## src/rtl/switch_box_tracks.sv

```systemverilog
// switch_box_tracks: per-track N/E/S/W directional switch box.
// Config is scan-loaded into a shadow register and committed atomically to the active config.
module switch_box_tracks #(
    parameter int WIDTH   = 8,
    parameter bit REG_OUT = 1'b0
) (
    input  logic             clk,
    input  logic             rst_n,
    input  logic             cfg_en,
    input  logic             cfg_in,
    input  logic             cfg_commit,
    output logic             cfg_out,
    output logic             cfg_full,
    input  logic [WIDTH-1:0] n_in,
    input  logic [WIDTH-1:0] e_in,
    input  logic [WIDTH-1:0] s_in,
    input  logic [WIDTH-1:0] w_in,
    output logic [WIDTH-1:0] n_out,
    output logic [WIDTH-1:0] e_out,
    output logic [WIDTH-1:0] s_out,
    output logic [WIDTH-1:0] w_out,
    output logic [WIDTH-1:0] n_oe,
    output logic [WIDTH-1:0] e_oe,
    output logic [WIDTH-1:0] s_oe,
    output logic [WIDTH-1:0] w_oe
);
    localparam int CFG_BITS = 12 * WIDTH;
    localparam int CW = $clog2(CFG_BITS + 1);
    localparam logic [CW-1:0] FULL = CW'(CFG_BITS);

    logic [CFG_BITS-1:0] shadow_q, shadow_d, active_q, active_d;
    logic [CW-1:0]       cnt_q, cnt_d;
    logic [WIDTH-1:0]    side_in [4];
    logic [WIDTH-1:0]    out_d [4];
    logic [WIDTH-1:0]    oe_d [4];
    logic [WIDTH-1:0]    out_v [4];
    logic [WIDTH-1:0]    oe_v [4];

    assign side_in[0] = n_in;
    assign side_in[1] = e_in;
    assign side_in[2] = s_in;
    assign side_in[3] = w_in;

    // A simultaneous commit captures the pre-shift shadow; that shift counts as the first of the next load.
    always_comb begin
        shadow_d = cfg_en ? {shadow_q[CFG_BITS-2:0], cfg_in} : shadow_q;
        active_d = cfg_commit ? shadow_q : active_q;
        cnt_d    = cfg_commit ? CW'(cfg_en) : (cfg_en && cnt_q != FULL) ? cnt_q + 1'b1 : cnt_q;
    end

    always_ff @(posedge clk or negedge rst_n) begin
        if (!rst_n) begin
            shadow_q <= '0;
            active_q <= '0;
            cnt_q    <= '0;
        end else begin
            shadow_q <= shadow_d;
            active_q <= active_d;
            cnt_q    <= cnt_d;
        end
    end

    // Field {en, sel} per track/side; self-select is treated as disabled.
    always_comb begin
        for (int k = 0; k < 4; k++) begin
            out_d[k] = '0;
            oe_d[k]  = '0;
            for (int t = 0; t < WIDTH; t++) begin
                oe_d[k][t]  = active_q[t*12 + k*3 + 2] && (active_q[t*12 + k*3 +: 2] != 2'(k));
                out_d[k][t] = oe_d[k][t] && side_in[active_q[t*12 + k*3 +: 2]][t];
            end
        end
    end

    generate
        if (REG_OUT) begin : g_reg
            always_ff @(posedge clk or negedge rst_n) begin
                if (!rst_n) begin
                    out_v <= '{default: '0};
                    oe_v  <= '{default: '0};
                end else begin
                    out_v <= out_d;
                    oe_v  <= oe_d;
                end
            end
        end else begin : g_comb
            assign out_v = out_d;
            assign oe_v  = oe_d;
        end
    endgenerate

    assign n_out    = out_v[0];
    assign e_out    = out_v[1];
    assign s_out    = out_v[2];
    assign w_out    = out_v[3];
    assign n_oe     = oe_v[0];
    assign e_oe     = oe_v[1];
    assign s_oe     = oe_v[2];
    assign w_oe     = oe_v[3];
    assign cfg_out  = shadow_q[CFG_BITS-1];
    assign cfg_full = (cnt_q == FULL);
endmodule
```

## config.mk

```make
export PLATFORM = sky130hd
export DESIGN_NAME = switch_box_tracks
export DESIGN_NICKNAME = d
export VERILOG_FILES = /design/src/rtl/switch_box_tracks.sv
export SDC_FILE = /design/constraint.sdc
export NUM_CORES = 1
export LEC_CHECK = 0
export CORE_ASPECT_RATIO = 1.5
export CORE_UTILIZATION = 50
export CTS_CLUSTER_DIAMETER = 30
export CTS_CLUSTER_SIZE = 16
export DETAILED_ROUTE_END_ITERATION = 10
export GPL_TIMING_DRIVEN = 0
export HOLD_SLACK_MARGIN = 0.08
export PLACE_DENSITY = 0.74
export SKIP_CTS_REPAIR_TIMING = 1
export SLEW_MARGIN = 10
export SYNTH_ARGS = -nofsm -noshare
export SYNTH_HDL_FRONTEND = slang
export SYNTH_SLANG_ARGS = --single-unit
```

## constraint.sdc

```tcl
create_clock -name clk -period 1.9 [get_ports clk]
set_input_delay 0.19 -clock clk [delete_from_list [all_inputs] [get_ports clk]]
set_output_delay 0.19 -clock clk [all_outputs]
set_load 0.02 [all_outputs]
```

==> results of run 1 <==
## where the power goes
| part | internal [mW] | leakage (nW) | switching (mW) |
|---|---|---|---|
| Combinational | 0.937 | 2.79 | 0.723 |
| Sequential | 4.77 | 2.68 | 0.436 |
| Clock | 2.03 | 0.292 | 1.58 |
## Yosys cell counts
cell type | instances | share of area
dfrtp_1 | 199 | 0.58
mux2_2 | 176 | 0.23
mux2i_1 | 41 | 0.047
o21ai_0 | 38 | 0.022
and2_1 | 32 | 0.023
nand2_1 | 31 | 0.013
a21boi_0 | 24 | 0.021
inv_1 | 19 | 0.0082
nand3_1 | 18 | 0.010
buf_2 | 17 | 0.0098
o21a_1 | 8 | 0.0069
buf_4 | 6 | 0.0052
nand3b_1 | 4 | 0.0035
nor2_1 | 4 | 0.0017
o22ai_1 | 4 | 0.0029
a21oi_1 | 3 | 0.0017
nand2b_1 | 3 | 0.0022
nand4_1 | 3 | 0.0022
ha_1 | 2 | 0.0029
or3_1 | 2 | 0.0014
xor2_1 | 2 | 0.0020
a211o_1 | 1 | 0.0010
a21oi_2 | 1 | 0.0010
a32oi_1 | 1 | 0.0010
and2_4 | 1 | 0.0010
and4b_4 | 1 | 0.0016
clkbuf_1 | 1 | 0.00043
o31a_1 | 1 | 0.0010
## final cells by class
type	instances	area, um2
fillers	1300	6140
flip-flops and latches	199	4980
multi-input cells	401	3460
repair buffers	103	1190
clock buffers	20	457
well taps	210	263
clock inverters	12	139
plain buffers	24	134
inverters	19	71.3
## sequential cells by signal, indices dropped and copies added (netlist names)
signal    count
shadow_q     96
active_q     96
cnt_q         7
## cell families after synthesis
family                     share of synthesized area
xor gates and xnor gates                     0.00203
adders and majority gates                    0.00289
buffers and inverters                         0.0237
muxes                                          0.277
and+or+nand+nor                               0.0606
DFF                                            0.576
AOI/OAI and AO/OA                             0.0584
## metrics by stage
stage	utilization	TNS [ns]	hold WS, ns
2_1_floorplan	-	0	-0.106
3_3_place_gp	0.589	-1420.23	0.489
3_5_place_dp	0.591	-0.0770	0.233
4_1_cts	0.627	-6.37	-0.234
5_1_grt	0.635	-0.00127	0.198
6_report	0.635	0	0.202
## worst register-to-register path, delay by kind of cell, from the launching register on
family	cells	cell delay, ns
simple gates	2	0.37
flops	1	0.43
compound gates	1	0.27
fa+ha+maj	1	0.21
buf+inv	1	0.07
## worst max path at each step
| stage | cells past startpoint | startpoint | end | slack, ns |
|---|---|---|---|---|
| after floorplan | 5 | cnt_q[0] | cnt_q[0] | 0.52 |
| after detailed placement | 5 | s_in[2] | e_out[2] | -0.06 |
| final | 2 | active_q[46] | w_oe[3] | 0.05 |
| after global routing | 2 | active_q[46] | w_oe[3] | -0.001 |
| after global placement | 1 | rst_n | active_q[81] | -7.15 |
| after CTS | 5 | cnt_q[0] | cfg_full | -0.46 |
## layer usage
layer,track usage,vias to the layer above
li1,-,2518
met2,0.372,76
met1,0.236,2718
met4,0.0679,0
met5,0,-
met3,0.0411,16
==> impl_results.md, run 1 <==
* Most frequent cells in the layout: 199 x dfrtp_1, 176 x mux2_2, 53 x dlymetal6s2s_1, 46 x clkdlybuf4s50_1, 41 x mux2i_1
* Largest stage delay, worst path at 0.64 ns
* Final period utilization at 0.974
* R2R depth at 5
* Post-DRT Antenna Nets at 0
* Mapped cell area at 8650 um2
* Buf/Inv on CP at 1
* Crit-path cells: a21boi_0, clkdlybuf4s50_1
* Lkg Pwr at between 5 and 6 nW
* Routed wire length at between 15000 and 20000 um
* Die Y at 163 um
* Reg-to-reg endpoint: cnt_q[0]
* Die W at roughly 110 um
* CP required at between 1.5 and 2 ns
* Synth cell types at 28
* Initial Utilization at 0.514
* Slew Limit Headroom at 0.560
* Tot Pwr at between 10 and 15 mW
* Hold endpoint: active_q[3]
* Core area at 16800 um2
* Initial antenna violation count at 0
* Final std cells w/o fill at 988
* CTS root buffer: clkbuf_16
* Min Tclk post-route at 1.85 ns
* Slew @ Worst Pin at 0.660 ns
* DRC errors left at 0
* Max FO, Critical Path at 4
* Setup crit end kind: output port
* Layout cell share with drive strength beyond 1 at 0.303
* HPWL Detailed at 11500 um
* Die area at roughly 18000 um2
* PD cells at 979 nW/um2
* # port buffers at around 100
* Std-Cell Rows at 58
* Global Route Usage Sum at 0.204
* WP data arrival at 1.66 ns
* Grt ovf at 0
* Top delay family on crit path: buffers and inverters
* Max Freq at 541 MHz
* TritonCTS Buffers at 17
* Area growth syn-to-layout at 23.7%
* Peak VDD IR at roughly 0.00067 V
* Mapped Cells at 643
* DR vias at 5328
* Vias in the first global route at 5878
* Final setup vio count at 0
* Outcome: complete, no violations
* Clock latency on the worst-skew pair at 0.43 ns
* TritonRoute pass-1 iters at 4
* Setup Skew at ~0.013 ns
* First-pass GRT wire length at 28200 um
* Crit path kind: reg -> out
* M1 WL at approximately 6600 um
* Placed instance count at ~960
* Mapped Avg Cell Area at 13.5 um2
* HP Start: cfg_commit
* R2R setup slack at 0.43 ns
* Worst setup SP type: register
* Final worst slack at 0.0503 ns
* CTS tree: done
* FF-to-FF Start: cnt_q[0]
* Clock buffer depth at 2
* Crit-path slowest cell: clkdlybuf4s50_1
* Net Count, Synth at 682
* Htree depth at 4
* DR WL met3 at 472 um
* Top layer in use: met4
* Met2 WL at 9300 um
* Nets at 804
* Post-place setup slack at -0.0582 ns
* Final instance area at 10700 um2
* Commonest non-fill, non-tap cell in the layout: dfrtp_1
* Final Hold Viols at 0
* Synth Warn # at 0
* Detailed Route Iter0 Violations at 192
* Fin. max-slew vios at 0
* Area of placed instances at between 9000 and 10000 um2
* Placer Congestion at 0.735
* IO Pins at 103
* Hold depth at 2
* Clock transition at path regs at 0.07 ns
* Largest net degree at the start of global routing at 112
* Vias/cell at 5.39
* Antenna diode count at 0
* CTS sink cnt at 199
* Yosys reg bits at between 150 and 200
* Min-Delay Path Class: in -> reg
* Post-synthesis sequential area ratio at 0.576
* Max_cap viols at 0
* Drt wl/cell at 16.7 um
Power figures use the tool's default switching activity.
==> inputs of run 2 (changes only) <==
--- a/config.mk
+++ b/config.mk
@@ -6,13 +6,14 @@
 export NUM_CORES = 1
 export LEC_CHECK = 0
 export CORE_ASPECT_RATIO = 1.5
-export CORE_UTILIZATION = 50
+export CORE_UTILIZATION = 40
 export CTS_CLUSTER_DIAMETER = 30
 export CTS_CLUSTER_SIZE = 16
 export DETAILED_ROUTE_END_ITERATION = 10
 export GPL_TIMING_DRIVEN = 0
 export HOLD_SLACK_MARGIN = 0.08
-export PLACE_DENSITY = 0.74
+export MAX_ROUTING_LAYER = met4
+export PLACE_DENSITY = 0.61
 export SKIP_CTS_REPAIR_TIMING = 1
 export SLEW_MARGIN = 10
 export SYNTH_ARGS = -nofsm -noshare
==> run 2 against run 1 <==
Maximum frequency up 0.80%. First-iteration DRC count increased by 28%. Global-route usage shrank 4.0 points. Largest power group unchanged. Clock power about the same. Non-clock buffer count did not move. Critical endpoint is now cfg_full. Flip-flop and latch count is the same. Worst setup slack improved by 0.015 ns. Sequential power is essentially flat. Final area increased by 0.63%.
==> impl_results.md, run 2 (same netlist as run 1, synthesis figures left out) <==
* Outcome: complete, no violations
* Slew Limit Headroom at 0.506 (-0.0539)
* Initial Utilization at 0.409 (-0.105)
* RSZ-0062 raised after global routing: false
* PD cells at 969 nW/um2 (-1.1%)
* Buf/Inv on CP at 2 (+1)
* Min Tclk post-route at 1.84 ns (-0.0147 ns)
* Slew @ Worst Pin at 0.741 ns (+0.0808 ns)
* Std-Cell Rows at 65 (+12%)
* CP required at 1.71 ns (about the same)
* Max_cap viols at 0 (unchanged)
* HPWL Detailed at 11800 um (+2.2%)
* Max FO, Critical Path at 6 (+2)
* CTS root buffer: clkbuf_16
* Peak VDD IR at 0.000668 V (-0.34%)
* Htree depth at 4 (unchanged)
* Die area at 22200 um2 (+25%)
* Final setup vio count at 0 (unchanged)
* Largest stage delay, worst path at 0.43 ns (-0.21 ns)
* Detailed Route Iter0 Violations at 246 (+28%)
* IO Pins at 103 (unchanged)
* Vias/cell at 5.07 (-6.1%)
* TritonCTS Buffers at 17 (unchanged)
* Fin util at 0.509 (-0.126)
* DR vias at 5293 (-0.66%)
* Area growth syn-to-layout at 24.4%
* Regs by FF count: active_q: 96 flops, shadow_q: 96 flops, cnt_q: 7 flops
* CTS tree: done
* Die Y at 182 um (+12%)
* Tot Pwr at 10.4 mW (-0.43%)
* Final worst slack at 0.0650 ns (+0.0147 ns)
* Max Freq at 545 MHz (+0.80%)
* DRC errors left at 0 (unchanged)
* Initial antenna violation count at 0 (unchanged)
* Drt wl/cell at 16.0 um (-4.5%)
* CTS sink cnt at 199 (unchanged)
* Worst setup SP type: register
* Top delay family on crit path: flip-flops
* Fillers at 1894 (+46%)
* Layout cell share with drive strength beyond 1 at 0.302 (-0.000897)
* Final Hold Viols at 0 (unchanged)
* Fin. max-slew vios at 0 (unchanged)
* Placed instance count at 1013 (+6.1%)
* Lkg Pwr at 5.79 nW (+0.47%)
* WP data arrival at 1.65 ns (about the same)
* Min-Delay Path Class: in -> reg
* Die W at 122 um (+12%)
* Largest net degree at the start of global routing at 103 (-8.0%)
* Nets at 804 (unchanged)
* Final period utilization at 0.966 (-0.00771)
* Antenna diode count at 0 (unchanged)
* Grt ovf at 0 (unchanged)
* Commonest non-fill, non-tap cell in the layout: dfrtp_1
* First-pass GRT wire length at 27800 um (-1.2%)
* Crit-path cells: inv_1, ha_1, and4b_4, and2_4, buf_4
* Clock transition at path regs at 0.07 ns (about the same)
* Setup crit end kind: output port
* Core area at 21100 um2 (+26%)
* Routed wire length at 16700 um (+1.1%)
* Crit-path slowest cell: dfrtp_1
* Area of the multi-input gates at 3460 um2 (unchanged)
* # port buffers at 101 (unchanged)
* Post-place setup slack at -0.0611 ns (-0.00291 ns)
* Sequential cell area at 4980 um2 (unchanged)
* Global Route Usage Sum at 0.165 (-0.0397)
* Post-DRT Antenna Nets at 0 (unchanged)
* Clock buffer depth at 2 (unchanged)
* Clock latency on the worst-skew pair at 0.42 ns (about the same)
* TritonRoute pass-1 iters at 4 (unchanged)
* Placer Congestion at 0.731 (-0.57%)
* Vias in the first global route at 5703 (-3.0%)
* Crit path kind: reg -> out
* Most frequent cells in the layout: 199 x dfrtp_1, 176 x mux2_2, 55 x dlymetal6s2s_1, 44 x clkdlybuf4s50_1, 41 x mux2i_1
* Setup Skew at 0.00871 ns (-0.00427 ns)
* R2R setup slack at 0.46 ns (+0.03 ns)
* Final std cells w/o fill at 1045 (+5.8%)
run 2: through the flow:
stage | instance area (um2) | TNS [ns] | hold WS, ns
floorplan | 8650 | 0 | -0.106
global placement | 10000 | -1426.18 | 0.490
detailed placement | 10000 | -0.0925 | 0.274
CTS | 10600 | -6.16 | -0.184
global route | 10800 | 0 | 0.217
finish | 10800 | 0 | 0.218
run 2: final cells by class:
type	count	share of cell area
Sequential cell	199	0.463
Multi-Input combinational cell	401	0.322
Timing Repair Buffer	103	0.110
Clock buffer	21	0.0437
Tap cell	268	0.0312
Buffer	24	0.0124
Clock inverter	10	0.0110
Inverter	19	0.00663
run 2: power breakdown:
part	leakage (nW)	switching (mW)	total (mW)	internal, mW
clock	0.282	1.53	3.58	2.05
combinational	2.83	0.714	1.65	0.935
sequential	2.68	0.433	5.20	4.77
run 2: final timing paths:
kind,startpoint,endpoint,depth (start not counted)
min in group asynchronous,rst_n,active_q[1],2
min reg2reg,shadow_q[66],active_q[66],2
max,cnt_q[0],cfg_full,5
min,cfg_commit,active_q[15],2
max in group asynchronous,rst_n,shadow_q[57],3
max reg2reg,cnt_q[0],cnt_q[0],5
run 2: routing by layer:
metal,track usage,vias to the layer above,wire (um)
met1,0.184,2713,6730
li1,-,2509,-
met4,0.0512,0,167
met3,0.0319,10,405
met2,0.292,61,9410
met5,-,-,0
==> inputs of run 3 (changes only) <==
--- a/config.mk
+++ b/config.mk
@@ -5,6 +5,7 @@
 export SDC_FILE = /design/constraint.sdc
 export NUM_CORES = 1
 export LEC_CHECK = 0
+export ABC_AREA = 0
 export CORE_ASPECT_RATIO = 1.5
 export CORE_UTILIZATION = 40
 export CTS_CLUSTER_DIAMETER = 30
@@ -13,7 +14,7 @@
 export GPL_TIMING_DRIVEN = 0
 export HOLD_SLACK_MARGIN = 0.08
 export MAX_ROUTING_LAYER = met4
-export PLACE_DENSITY = 0.61
+export PLACE_DENSITY = 0.64
 export SKIP_CTS_REPAIR_TIMING = 1
 export SLEW_MARGIN = 10
 export SYNTH_ARGS = -nofsm -noshare
==> constraint.sdc (replaced) <==
create_clock -name clk -period 1.5 [get_ports clk]
set_input_delay 0.15 -clock clk [delete_from_list [all_inputs] [get_ports clk]]
set_output_delay 0.15 -clock clk [all_outputs]
set_load 0.02 [all_outputs]
==> run 3 against run 2 <==
The flow now finishes with violations (setup timing). Non-clock buffer count increased by 9. Largest cell class unchanged. Highest routed layer unchanged. Via count rose by 2.3%. Critical endpoint unchanged. Sequential share of layout area rose by 0.38 points. Largest power group unchanged.
==> impl_results.md, run 3 (same netlist as run 1, synthesis figures left out) <==
* Outcome: finished, violations left
* Failing checks: setup timing
* Crit path kind: reg -> out
* Htree depth at 4 (unchanged)
* Final instance area at 10700 um2 (-0.81%)
* Placed instance count at 1013 (unchanged)
* Max Freq at 571 MHz
* HPWL Detailed at 11800 um (+0.20%)
* Most frequent cells in the layout: 199 x dfrtp_1, 176 x mux2_2, 41 x mux2i_1, 34 x clkdlybuf4s50_1, 31 x nand2_1
* Std-Cell Rows at 65 (unchanged)
* Fin. max-slew vios at 0 (unchanged)
* Sequential cell area at 4980 um2 (unchanged)
* Final worst slack at -0.252 ns (-0.317 ns)
* Setup Skew at 0.00844 ns (-0.000272 ns)
* DRC errors left at 0 (unchanged)
* Detailed Route Iter0 Violations at 238 (-3.3%)
* Final setup TNS at -1.78 ns (-1.78 ns)
* Area of the multi-input gates at 3520 um2 (+1.6%)
* Final Hold Viols at 0 (unchanged)
* Lkg Pwr at 5.18 nW (-11%)
* TritonRoute pass-1 iters at 4 (unchanged)
* Global Route Usage Sum at 0.167 (+0.00274)
* Nets at 813 (+1.1%)
* Layout cell share with drive strength beyond 1 at 0.408 (+0.105)
* Max FO, Critical Path at 4 (-2)
* CTS tree: done
* Slew Limit Headroom at 0.459 (-0.0471)
* Post-DRT Antenna Nets at 0 (unchanged)
* Vias/cell at 5.13 (+1.3%)
* Area growth syn-to-layout at 23.4%
* Core area at 21100 um2 (unchanged)
* CTS root buffer: clkbuf_16
* Final std cells w/o fill at 1055 (+0.96%)
* # port buffers at 101 (unchanged)
* Clock transition at path regs at 0.07 ns (about the same)
* Worst setup SP type: register
* Regs by FF count: active_q: 96 flops, shadow_q: 96 flops, cnt_q: 7 flops
* CTS sink cnt at 199 (unchanged)
* IO Pins at 103 (unchanged)
* Area of placed instances at 10000 um2 (unchanged)
* Initial Utilization at 0.409 (unchanged)
* Die area at 22200 um2 (unchanged)
* Min Tclk post-route at between 1.5 and 2 ns
* Largest net degree at the start of global routing at 108 (+4.9%)
* Clock buffer depth at 2 (unchanged)
* Min-Delay Path Class: in -> reg
* Setup crit end kind: output port
* Placer Congestion at 0.751 (+2.7%)
* Final setup vio count at 33 (+33)
* CP required at 1.35 ns (-0.36 ns)
* Max_cap viols at 0 (unchanged)
* Initial antenna violation count at 0 (unchanged)
* Clock latency on the worst-skew pair at 0.44 ns (+0.02 ns)
* Fillers at 1853 (-2.2%)
* First-pass GRT wire length at 28100 um (+0.87%)
* Vias in the first global route at 5704 (+0.018%)
* Fin util at 0.505 (-0.00414)
* TritonCTS Buffers at 17 (unchanged)
* PD cells at 1240 nW/um2 (+28%)
* Slew @ Worst Pin at 0.811 ns (+0.0706 ns)
* Routed wire length at 17000 um (+1.8%)
* Peak VDD IR at 0.000720 V (+7.9%)
* Antenna diode count at 0 (unchanged)
* Final period utilization at 1.17
* Commonest non-fill, non-tap cell in the layout: dfrtp_1
* Drt wl/cell at 16.1 um (+0.86%)
* Die W at 122 um (unchanged)
* RSZ-0062 raised after global routing: true
* Post-place setup slack at -0.360 ns (-0.299 ns)
* DR vias at 5415 (+2.3%)
* WP data arrival at 1.60 ns (-0.05 ns)
* Die Y at 182 um (unchanged)
* Grt ovf at 0 (unchanged)
[run 3: changes by cell type in the layout (fill, tap and decap cells not counted), sizes merged]
cell | before | now
clkdlybuf4s50 | 44 | 34
clkinv | 2 | 3
clkbuf | 22 | 29
dlymetal6s2s | 55 | 9
buf | 26 | 83
bufinv | 2 | 0
inv | 22 | 25
[run 3: power by group]
group          leakage, nW  internal, mW  total [mW]  switching [mW]
logic                 2.23          1.26        2.23           0.966
registers             2.68          6.04        6.60           0.566
clock network        0.271          2.27        4.37            2.10
total                 5.18          9.57        13.2            3.63
[run 3: area by class of cell]
type / count / area share
clock buffers: 20 / 0.0428
clock inverters: 12 / 0.0104
inverters: 19 / 0.00692
flip-flops and latches: 199 / 0.466
multi-input cells: 401 / 0.330
repair buffers: 112 / 0.0996
well taps: 268 / 0.0314
plain buffers: 24 / 0.0125
[run 3: path summary, 6_finish.rpt]
path | from | to | slack [ns] | depth (start not counted)
worst min-delay path | cfg_commit | active_q[17] | 0.16 | 2
worst max-delay path | cnt_q[0] | cfg_full | -0.25 | 5
worst min register to register | shadow_q[64] | active_q[64] | 0.51 | 2
max in group asynchronous | rst_n | active_q[39] | 0.24 | 3
min in group asynchronous | rst_n | active_q[0] | 0.33 | 2
worst max register to register | cnt_q[0] | cnt_q[6] | 0.08 | 5
[run 3: stage by stage]
stage / hold WS, ns / power [mW]
detailed placement: 0.266 / 8.86
global placement: 0.487 / 8.76
finish: 0.161 / 13.2
floorplan: -0.146 / 7.87
CTS: -0.213 / 13.3
global route: 0.160 / 13.9
[run 3: metal layers]
| layer | global-route usage | vias to the layer above | part of all wire |
|---|---|---|---|
| li1 | - | 2529 | - |
| met1 | 0.178 | 2781 | 0.40 |
| met2 | 0.297 | 76 | 0.55 |
| met3 | 0.0344 | 29 | 0.028 |
| met4 | 0.0688 | 0 | 0.022 |
| met5 | - | - | 0 |
[run 3: critical path, stage by stage (launching register included)]
cell,delay (ns)
dfrtp_1,0.41
inv_1,0.08
ha_1,0.14
and4b_4,0.26
and2_4,0.16
buf_6,0.12
